===== src/rtl/cpu_pkg.sv =====
// Shared CPU definitions for the multi-cycle multiply path: opcodes, special
// register indices, flag bit positions and sequencer state encoding.
package cpu_pkg;

    localparam logic [3:0] OPC_MUL  = 4'hA;
    localparam logic [3:0] OPC_FMUL = 4'hB;

    localparam logic [3:0] REG_SP = 4'd12;
    localparam logic [3:0] REG_LR = 4'd13;

    localparam int FLAG_LOW  = 2;
    localparam int FLAG_NEG  = 1;
    localparam int FLAG_ZERO = 0;

    localparam logic [1:0] ST_IDLE = 2'd0;
    localparam logic [1:0] ST_RUN  = 2'd1;
    localparam logic [1:0] ST_DONE = 2'd2;

    typedef enum logic [1:0] {
        IDLE = ST_IDLE,
        RUN  = ST_RUN,
        DONE = ST_DONE
    } mul_state_t;

    // SP and link register writes go through the second register-file port.
    function automatic logic is_link_reg(input logic [3:0] idx);
        return (idx == REG_SP) || (idx == REG_LR);
    endfunction

endpackage


===== src/rtl/mul_sequencer_if.sv =====
// Decode/writeback handshake bundle between the decode stage (master) and
// the multiply sequencer (slave).
interface mul_sequencer_if #(parameter int WIDTH = 16);

    logic             start;
    logic             op_fmul;
    logic [WIDTH-1:0] operand_a;
    logic [WIDTH-1:0] operand_b;
    logic [3:0]       dest_in;
    logic             busy;
    logic             stall;
    logic             done;
    logic [WIDTH-1:0] result;
    logic [3:0]       dest_sel;
    logic             write_en1;
    logic             write_en2;
    logic [2:0]       flags_out;
    logic             flag_write;

    modport master (
        output start, op_fmul, operand_a, operand_b, dest_in,
        input  busy, stall, done, result, dest_sel,
        input  write_en1, write_en2, flags_out, flag_write
    );

    modport slave (
        input  start, op_fmul, operand_a, operand_b, dest_in,
        output busy, stall, done, result, dest_sel,
        output write_en1, write_en2, flags_out, flag_write
    );

endinterface


===== src/rtl/mul_shift_add_core.sv =====
// Unsigned shift-add multiply datapath: accumulator, multiplicand/multiplier
// shifters and iteration counter. MUL_EARLY_EXIT_EN finishes once the multiplier is exhausted.
module mul_shift_add_core #(
    parameter int WIDTH = 16
) (
    input  logic               clk,
    input  logic               reset,
    input  logic               load,
    input  logic               step,
    input  logic [WIDTH-1:0]   mcand_in,
    input  logic [WIDTH-1:0]   mplier_in,
    output logic [2*WIDTH-1:0] acc,
    output logic               finish
);

    localparam int CNT_W = $clog2(WIDTH);

    logic [2*WIDTH-1:0] mcand;
    logic [WIDTH-1:0]   mplier;
    logic [CNT_W-1:0]   count;
    logic               last_iter;

    always_ff @(posedge clk or posedge reset) begin
        if (reset) begin
            acc    <= '0;
            mcand  <= '0;
            mplier <= '0;
            count  <= '0;
        end else if (load) begin
            acc    <= '0;
            mcand  <= {{WIDTH{1'b0}}, mcand_in};
            mplier <= mplier_in;
            count  <= '0;
        end else if (step) begin
            if (mplier[0])
                acc <= acc + mcand;
            mcand  <= mcand << 1;
            mplier <= mplier >> 1;
            count  <= count + CNT_W'(1);
        end
    end

    assign last_iter = (count == CNT_W'(WIDTH - 1));

`ifdef MUL_EARLY_EXIT_EN
    // The bits above mplier[0] are what remains after this cycle's shift.
    assign finish = last_iter | (mplier[WIDTH-1:1] == '0);
`else
    assign finish = last_iter;
`endif

endmodule


===== src/rtl/mul_sequencer.sv =====
// MUL/FMUL multi-cycle sequencer: FSM, sign fix-up, result select and
// writeback strobes. MUL_EARLY_EXIT_EN (in the core) shortens runs for small multipliers.
module mul_sequencer
    import cpu_pkg::*;
#(
    parameter int WIDTH     = 16,
    parameter int FRAC_BITS = 8
) (
    input  logic          clk,
    input  logic          reset,
    mul_sequencer_if.slave bus
);

    mul_state_t state, state_nx;

    logic                      load;
    logic                      step;
    logic                      finish;
    logic                      neg_q;
    logic                      fmul_q;
    logic [3:0]                dest_q;
    logic [2*WIDTH-1:0]        acc;
    logic signed [2*WIDTH-1:0] product;
    logic [WIDTH-1:0]          res_w;
    logic [2:0]                flags_w;
    logic                      done_w;
    logic                      link_w;
    logic                      unused_hi;

    // Two's complement magnitude; the most negative value maps to itself,
    // which is still correct when read as unsigned.
    function automatic logic [WIDTH-1:0] magnitude(input logic signed [WIDTH-1:0] v);
        return v[WIDTH-1] ? $unsigned(-v) : $unsigned(v);
    endfunction

    mul_shift_add_core #(.WIDTH(WIDTH)) u_core (
        .clk       (clk),
        .reset     (reset),
        .load      (load),
        .step      (step),
        .mcand_in  (magnitude($signed(bus.operand_a))),
        .mplier_in (magnitude($signed(bus.operand_b))),
        .acc       (acc),
        .finish    (finish)
    );

    always_ff @(posedge clk or posedge reset) begin
        if (reset) begin
            state  <= IDLE;
            neg_q  <= 1'b0;
            fmul_q <= 1'b0;
            dest_q <= '0;
        end else begin
            state <= state_nx;
            if (load) begin
                neg_q  <= bus.operand_a[WIDTH-1] ^ bus.operand_b[WIDTH-1];
                fmul_q <= bus.op_fmul;
                dest_q <= bus.dest_in;
            end
        end
    end

    always_comb begin
        state_nx = state;
        load     = 1'b0;
        step     = 1'b0;
        unique case (state)
            IDLE: begin
                if (bus.start) begin
                    load     = 1'b1;
                    state_nx = RUN;
                end
            end
            RUN: begin
                step = 1'b1;
                if (finish)
                    state_nx = DONE;
            end
            DONE:    state_nx = IDLE;
            default: state_nx = IDLE;
        endcase
    end

    assign product   = neg_q ? -$signed(acc) : $signed(acc);
    assign res_w     = fmul_q ? product[FRAC_BITS+WIDTH-1:FRAC_BITS] : product[WIDTH-1:0];
    assign unused_hi = ^product[2*WIDTH-1:FRAC_BITS+WIDTH];

    always_comb begin
        flags_w            = '0;
        flags_w[FLAG_LOW]  = 1'b0;
        flags_w[FLAG_NEG]  = res_w[WIDTH-1];
        flags_w[FLAG_ZERO] = (res_w == '0);
    end

    assign done_w = (state == DONE);
    assign link_w = is_link_reg(dest_q);

    // Result and flags read as zero outside the writeback cycle.
    assign bus.done       = done_w;
    assign bus.result     = done_w ? res_w : '0;
    assign bus.flags_out  = done_w ? flags_w : 3'b000;
    assign bus.flag_write = done_w;
    assign bus.write_en1  = done_w & ~link_w;
    assign bus.write_en2  = done_w & link_w;
    assign bus.dest_sel   = dest_q;
    assign bus.busy       = (state != IDLE);
    assign bus.stall      = ((state == IDLE) & bus.start) | (state == RUN);

endmodule


===== src/flat_wrapper.sv =====
// flat-port wrapper written by rule: the top's interface ports become plain ports
module mul_sequencer_flat import cpu_pkg::*;
#(
    parameter int WIDTH     = 16,
    parameter int FRAC_BITS = 8
)
  (clk, reset, bus_start, bus_op_fmul, bus_operand_a, bus_operand_b, bus_dest_in, bus_busy, bus_stall, bus_done, bus_result, bus_dest_sel, bus_write_en1, bus_write_en2, bus_flags_out, bus_flag_write);
  mul_sequencer_if #(.WIDTH(WIDTH)) bus_i ();
  input  logic clk;
  input  logic reset;
  input wire logic [$bits(bus_i.start)-1:0] bus_start;
  input wire logic [$bits(bus_i.op_fmul)-1:0] bus_op_fmul;
  input wire logic [$bits(bus_i.operand_a)-1:0] bus_operand_a;
  input wire logic [$bits(bus_i.operand_b)-1:0] bus_operand_b;
  input wire logic [$bits(bus_i.dest_in)-1:0] bus_dest_in;
  output wire logic [$bits(bus_i.busy)-1:0] bus_busy;
  output wire logic [$bits(bus_i.stall)-1:0] bus_stall;
  output wire logic [$bits(bus_i.done)-1:0] bus_done;
  output wire logic [$bits(bus_i.result)-1:0] bus_result;
  output wire logic [$bits(bus_i.dest_sel)-1:0] bus_dest_sel;
  output wire logic [$bits(bus_i.write_en1)-1:0] bus_write_en1;
  output wire logic [$bits(bus_i.write_en2)-1:0] bus_write_en2;
  output wire logic [$bits(bus_i.flags_out)-1:0] bus_flags_out;
  output wire logic [$bits(bus_i.flag_write)-1:0] bus_flag_write;
  assign bus_i.start = bus_start;
  assign bus_i.op_fmul = bus_op_fmul;
  assign bus_i.operand_a = bus_operand_a;
  assign bus_i.operand_b = bus_operand_b;
  assign bus_i.dest_in = bus_dest_in;
  assign bus_busy = bus_i.busy;
  assign bus_stall = bus_i.stall;
  assign bus_done = bus_i.done;
  assign bus_result = bus_i.result;
  assign bus_dest_sel = bus_i.dest_sel;
  assign bus_write_en1 = bus_i.write_en1;
  assign bus_write_en2 = bus_i.write_en2;
  assign bus_flags_out = bus_i.flags_out;
  assign bus_flag_write = bus_i.flag_write;
  mul_sequencer #(.WIDTH(WIDTH), .FRAC_BITS(FRAC_BITS)) u_core (.clk(clk), .reset(reset), .bus(bus_i));
endmodule

===== config.mk =====
export PLATFORM = sky130hd
export DESIGN_NAME = mul_sequencer_flat
export DESIGN_NICKNAME = d
export VERILOG_FILES = /design/src/rtl/cpu_pkg.sv /design/src/rtl/mul_sequencer_if.sv /design/src/rtl/mul_shift_add_core.sv /design/src/rtl/mul_sequencer.sv /design/src/flat_wrapper.sv
export SDC_FILE = /design/constraint.sdc
export NUM_CORES = 1
export LEC_CHECK = 0
export BUFFER_PORTS_ARGS = -buffer_cell sky130_fd_sc_hd__buf_2
export CORE_UTILIZATION = 45
export DETAILED_ROUTE_END_ITERATION = 8
export PLACE_DENSITY = 0.65
export SKIP_LAST_GASP = 1
export SYNTH_ARGS = -nofsm -noshare
export SYNTH_HDL_FRONTEND = slang
export SYNTH_SLANG_ARGS = --single-unit

===== constraint.sdc =====
create_clock -name clk -period 3.5 [get_ports clk]
set_clock_uncertainty 0.05 [all_clocks]
set_input_delay 0.7 -clock clk [delete_from_list [all_inputs] [get_ports clk]]
set_output_delay 0.7 -clock clk [all_outputs]
set_load 0.005 [all_outputs]

==> results of run 1 <==
==> routing by layer <==
layer / global-route usage, % / part of all wire [%]
met1: 33.7 / 47
met2: 41.0 / 47
met3: 3.40 / 5.1
met4: 8.35 / 1.6
met5: 0 / 0
==> cell families (layout without fill, tap and decap cells) <==
| family | count (synthesis) | after routing |
|---|---|---|
| buffers and inverters | 65 | 141 |
| other | 1 | 1 |
| and+or+nand+nor | 292 | 292 |
| xor gates and xnor gates | 44 | 44 |
| muxes | 18 | 18 |
| AOI/OAI and AO/OA | 208 | 208 |
| adders and majority gates | 28 | 28 |
| DFF | 76 | 76 |
==> final cells by class <==
class / count / area share [%]
tap: 172 / 3.08
inverter: 21 / 1.13
clock buffer: 9 / 3.22
timing repair buffer: 104 / 8.77
clock inverter: 7 / 0.859
sequential: 76 / 27.2
multi-input combinational: 591 / 55.7
==> through the flow <==
stage	hold WS, ns	utilization [%]
6_report	0.453	54.7
5_1_grt	0.479	54.7
4_1_cts	0.454	54.1
3_5_place_dp	0.431	50.9
3_3_place_gp	0.403	50.9
2_1_floorplan	0.408	-
==> power groups by stage <==
stage / sequential (mW) / clock, mW / combinational [mW]
after floorplan: 1.59 / 0 / 2.91
final: 1.75 / 0.897 / 4.04
after global placement: 1.74 / 0 / 3.66
after CTS: 1.74 / 0.902 / 3.91
after global routing: 1.81 / 0.942 / 4.48
after detailed placement: 1.75 / 0 / 3.77
==> synthesized netlist by cell type, types with 3 or more instances <==
| master | number | area, µm² |
|---|---|---|
| a21o_1 | 16 | 120 |
| buf_4 | 4 | 30.0 |
| or3_1 | 10 | 62.6 |
| dfrtp_1 | 76 | 1900 |
| nand3_1 | 16 | 80.1 |
| and3_1 | 9 | 56.3 |
| nor2_1 | 57 | 214 |
| o21ai_0 | 57 | 285 |
| xnor2_1 | 30 | 263 |
| buf_2 | 7 | 35.0 |
| a211oi_1 | 5 | 37.5 |
| a221o_1 | 6 | 60.1 |
| nor3_2 | 3 | 30.0 |
| o211ai_1 | 5 | 37.5 |
| a31oi_1 | 24 | 150 |
| o21bai_1 | 4 | 30.0 |
| a21boi_0 | 3 | 22.5 |
| o22ai_1 | 3 | 18.8 |
| o221ai_1 | 5 | 43.8 |
| nor2_2 | 3 | 18.8 |
| nand2b_1 | 7 | 43.8 |
| nor2b_1 | 5 | 31.3 |
| or3_4 | 4 | 45.0 |
| nor3_1 | 11 | 55.1 |
| inv_1 | 21 | 78.8 |
| ha_1 | 27 | 338 |
| a21oi_1 | 21 | 105 |
| o311ai_0 | 3 | 26.3 |
| nand2_1 | 129 | 484 |
| nand4_1 | 4 | 25.0 |
| o21ai_1 | 7 | 35.0 |
| o41ai_1 | 3 | 26.3 |
| xor2_1 | 14 | 123 |
| clkbuf_1 | 31 | 116 |
| mux2i_1 | 11 | 110 |
| o31ai_1 | 13 | 97.6 |
| or4_1 | 4 | 30.0 |
| and2_1 | 9 | 56.3 |
| a22oi_1 | 10 | 75.1 |
| nor4_1 | 5 | 31.3 |
| mux2_2 | 4 | 45.0 |
==> flip-flops by register name (all words and copies together), names as in the netlist <==
register and flops:
u_core.bus.dest_sel 4, u_core.fmul_q 1, u_core.neg_q 1, u_core.state 2, u_core.u_core.acc 24, u_core.u_core.count 4
u_core.u_core.mcand 24, u_core.u_core.mplier 16
==> worst max path at each step <==
stage               cells after the start                             start          endpoint
floorplan                              11  u_core.u_core.acc[1]$_DFFE_PP0P_  bus_flags_out[0]
global route                           11  u_core.u_core.acc[1]$_DFFE_PP0P_  bus_flags_out[0]
CTS                                    11  u_core.u_core.acc[1]$_DFFE_PP0P_  bus_flags_out[0]
global placement                       11  u_core.u_core.acc[0]$_DFFE_PP0P_  bus_flags_out[0]
finish                                  9  u_core.u_core.acc[0]$_DFFE_PP0P_  bus_flags_out[0]
detailed placement                     11  u_core.u_core.acc[0]$_DFFE_PP0P_  bus_flags_out[0]
==> what timing repair did <==
item / 4_1_cts / 5_1_grt
pin swaps: 12 / 5
endpoints found under the setup margin: 7 / 9
gates cloned: 0 / 0
gates resized for setup: 16 / 11
buffers inserted: 10 / 2
==> worst max-delay path: stages (launching register included) <==
cell and delay [ns]:
dfrtp_2 0.43, or4_4 0.60, or3_4 0.40, o21ai_2 0.15, o221ai_1 0.14, a22o_1 0.28
and3_1 0.20, nand4_2 0.08, nor4_2 0.04, buf_2 0.14
==> results_dict.tcl, run 1 <==
set metrics [dict create \
    outcome "finished with violations" \
    failed_checks "negative setup slack" \
    cts.reportedPaths.clkPinSlew_ns 0.06 \
    place_ws_ns 0.0504 \
    rsz0062_at_grt "yes" \
    fmax_mhz 281 \
    htree_num_levels 3 \
    drv_slew 0 \
    tns_ns -0.0601 \
    ys_types 77 \
    drive_above_1_share_pct 20.9 \
    grt_max_degree 77 \
    insertion_delay_ns 0.34 \
    synth_top_family_by_area "simple AND/OR/NAND/NOR gates" \
    r2r-end "u_core.u_core.acc[20]$_DFFE_PP0P_" \
    seqCellArea_mm2 0.00190 \
    gp_congestion 0.992 \
    cts_hold_buf 0 \
    synth.area.mux_share_pct 3.80 \
    cts.sinks 76 \
    path_class "reg2out" \
    endpoint_kind "output port" \
    cts_buffers 9 \
    postSynthCellCount 732 \
    synthToLayoutAreaGrowth_pct 17.4 \
    place_area_mm2 0.00650 \
    drv_cap 0 \
    maxSlewHeadroom_pct 36.4 \
    die-height_um 117 \
    drc 0 \
    cts_buffer_depth 2 \
    netlist_area_mm2 0.00595 \
    multi_input_area_mm2 0.00389 \
    finalSetupViolations 1 \
    final_area_mm2 0.00699 \
    synth-compound-area-share_pct 23.5 \
    drtIter0Drc 374 \
    internal_power_mw 3.52 \
    antenna_found_initial 0 \
    dieArea_mm2 0.0137 \
    post-route-period-util_pct 102 \
    power.switching_mw 3.18 \
    synth_simple_gate_area_share_pct 23.6 \
    period_minus_slack_ns 3.56 \
    vias 5692 \
    finalHoldViolations 0 \
    min_to "u_core.bus.dest_sel[0]$_DFFE_PP0P_" \
    pwr-share-comb_pct 60.4 \
    r2r_slack_ns 0.25 \
    clkPwrFrac_pct 13.4 \
    p_per_area_mw_per_mm2 957 \
    dp.cells 952 \
    fin_ws_ns -0.0601 \
    cts_tree "done" \
    n_fill_cell 1201 \
    synth_edf_count 0 \
    grt_overflow 0 \
    wire_per_inst_um 16.3 \
    hold_path_depth 2 \
    io_buffers 67 \
    hold_path.class "reg2reg" \
    tightest_slew_ns 0.955 \
    num_antenna_cells 0 \
    syn_nets 800 \
    hp-start "u_core.bus.dest_sel[0]$_DFFE_PP0P_" \
    synth.avg_cell_area_um2 8.13 \
    synthXorXnorAreaFrac_pct 6.47 \
    final_cells 980 \
    reg2reg_depth 12 \
    initial_utilization_pct 46.6 \
    p_seq_share_pct 26.2 \
    drt-pass1-iter-count 5 \
    synthAdderAreaFrac_pct 6.01 \
    critical_path_arrival_ns 2.81 \
    grt_pass1_vias 5345 \
    layout_common_cells "128 x nand2_1, 74 x dfrtp_1, 67 x buf_2, 57 x o21ai_0, 55 x nor2_1" \
    dp_hpwl_um 11800 \
    power_mw 6.69 \
    sw_frac_of_total_pct 47.5 \
    post_drt_via_cell_ratio 5.81 \
    die_w_um 117 \
    ant_nets 0 \
    nets 871 \
    grt_usage_pct 24.9 \
    start_kind "flip-flop" \
    routed_wl_um 16000 \
    fp.coreArea_mm2 0.0128 \
    yosys_warnings 0 \
    rows 41 \
    final_common_cell "nand2_1" \
    ys_ff_latch 76 \
    ios 69 \
    clockRootBuffer "clkbuf_16" \
    ys_seq_area_share_pct 31.9 \
    r2r_start "u_core.u_core.acc[0]$_DFFE_PP0P_" \
    required_ns 2.75 \
    grt_pass1_wl_um 26500 \
    p_leak_nw 3.15 \
    path_max_fanout 7 \
    synthArstFlopShare_pct 100 \
    ir_worst_vdd_uv 383 \
    ys.flop_type "dfrtp_1" \
]
No activity file was read; power rests on OpenSTA's default activity.
==> run 2: changes to the inputs <==
- SKIP_LAST_GASP: 1 -> default
==> results_dict.tcl, run 2 (synthesized netlist as in run 1, its figures left out) <==
set metrics [dict create \
    synthToLayoutAreaGrowth_pct 17.5 \
    dieArea_mm2 0.0137 \
    hold_path.class "reg2reg" \
    die_w_um 117 \
    cts_tree "done" \
    rows 41 \
    endpoint_kind "output port" \
    htree_num_levels 3 \
    antenna_found_initial 0 \
    top_regs "u_core.u_core.acc (24), u_core.u_core.mcand (24), u_core.u_core.mplier (16)" \
    ir_worst_vdd_uv 381 \
    grt_max_degree 77 \
    gp_congestion 0.992 \
    post_drt_via_cell_ratio 5.82 \
    drc 0 \
    max_stage_delay_ns 0.60 \
    dp_hpwl_um 11800 \
    vias 5703 \
    required_ns 2.75 \
    fin_ws_ns -0.0614 \
    drv_slew 0 \
    period_minus_slack_ns 3.56 \
    power_mw 6.70 \
    clockRootBuffer "clkbuf_16" \
    grt_pass1_wl_um 26500 \
    maxSlewHeadroom_pct 36.1 \
    drv_cap 0 \
    failed_checks "negative setup slack" \
    drtIter0Drc 398 \
    fp.coreArea_mm2 0.0128 \
    p_per_area_mw_per_mm2 957 \
    routed_wl_um 16000 \
    drt-pass1-iter-count 7 \
    cts.sinks 76 \
    finalHoldViolations 0 \
    layout_common_cells "128 x nand2_1, 74 x dfrtp_1, 67 x buf_2, 57 x o21ai_0, 55 x nor2_1" \
    path_max_fanout 7 \
    path_cells "or4_4 > or3_4 > o21ai_2 > o221ai_1 > a22o_1 > and3_1 > nand4_2 > nor4_2 > buf_2" \
    wire_per_inst_um 16.4 \
    cts.reportedPaths.clkPinSlew_ns 0.06 \
    grt_overflow 0 \
    start_kind "flip-flop" \
    grt_usage_pct 24.9 \
    outcome "finished with violations" \
    die-height_um 117 \
    num_antenna_cells 0 \
    drive_above_1_share_pct 21.0 \
    fmax_mhz 281 \
    fin_util_pct 54.8 \
    insertion_delay_ns 0.34 \
    cts_hold_buf 0 \
    ant_nets 0 \
    nets 871 \
    cts_buffers 9 \
    slowest_stage "or4_4" \
    grt_pass1_vias 5345 \
    finalSetupViolations 1 \
    initial_utilization_pct 46.6 \
    hold_slack_ns 0.453 \
    ios 69 \
    post-route-period-util_pct 102 \
    final_common_cell "nand2_1" \
    cts_buffer_depth 2 \
    p_leak_nw 3.15 \
    rsz0062_at_grt "yes" \
    critical_path_arrival_ns 2.81 \
    tightest_slew_ns 0.959 \
    io_buffers 67 \
    path_class "reg2out" \
]
-- run 2: cell counts in the layout (fill, tap and decap cells not counted) --
Identical to the previous run, type by type.
-- run 2: worst max-delay path: cells and delay by family (launching register included) --
kind	cells	cell delay (ns)
flip-flops	1	0.43
AO/OA/AOI/OAI	3	0.57
buffers and inverters	1	0.14
AND/OR/NAND/NOR	5	1.32
-- run 2: layout make-up --
cell class,count,area [µm²]
clock inverter,7,60.1
sequential,76,1900
clock buffer,9,225
timing repair buffer,104,613
inverter,21,78.8
multi-input combinational,591,3900
tap,172,215
fill,1200,5780
-- run 2: final timing paths --
kind                                               startpoint                             endpoint  slack (ns)  depth (start not counted)
min in group asynchronous                               reset  u_core.u_core.mcand[22]$_DFFE_PP0P_        0.58                          3
setup / recovery             u_core.u_core.acc[0]$_DFFE_PP0P_                     bus_flags_out[0]       -0.06                          9
setup reg to reg             u_core.u_core.acc[0]$_DFFE_PP0P_    u_core.u_core.acc[20]$_DFFE_PP0P_        0.26                         12
hold reg to reg            u_core.bus.dest_sel[0]$_DFFE_PP0P_   u_core.bus.dest_sel[0]$_DFFE_PP0P_        0.45                          2
hold / removal             u_core.bus.dest_sel[0]$_DFFE_PP0P_   u_core.bus.dest_sel[0]$_DFFE_PP0P_        0.45                          2
max in group asynchronous                               reset     u_core.u_core.acc[0]$_DFFE_PP0P_        2.12                          3
-- run 2: metal layers --
| layer | vias up | GRT usage, % | wire (µm) | part of all wire, % |
|---|---|---|---|---|
| met2 | 195 | 41.0 | 7510 | 47 |
| met5 | - | 0 | 0 | 0 |
| met4 | 0 | 8.35 | 272 | 1.7 |
| li1 | 2797 | - | - | - |
| met3 | 23 | 3.40 | 777 | 4.8 |
| met1 | 2688 | 33.7 | 7480 | 47 |
-- run 2: repair_timing --
item / CTS / global route
pin swaps: 12 / 5
buffers inserted: 10 / 2
setup endpoints to repair: 7 / 9
resized for setup: 16 / 12
-- run 2: report_power, final --
group          switching (mW)  leakage [nW]  internal (mW)
registers               0.464         0.948           1.29
logic                    2.31          2.07           1.74
clock network           0.404         0.131          0.491
-- run 2: per-stage QoR --
step / instance area [µm²] / TNS (ns) / std cells / setup slack [ns]
2_1_floorplan: 5950 / 0 / 732 / 0.406
3_3_place_gp: 6500 / 0 / 952 / 0.132
3_5_place_dp: 6500 / 0 / 952 / 0.0504
4_1_cts: 6910 / -0.0557 / 978 / -0.0557
5_1_grt: 6990 / -0.303 / 980 / -0.164
6_report: 6990 / -0.0614 / 980 / -0.0614
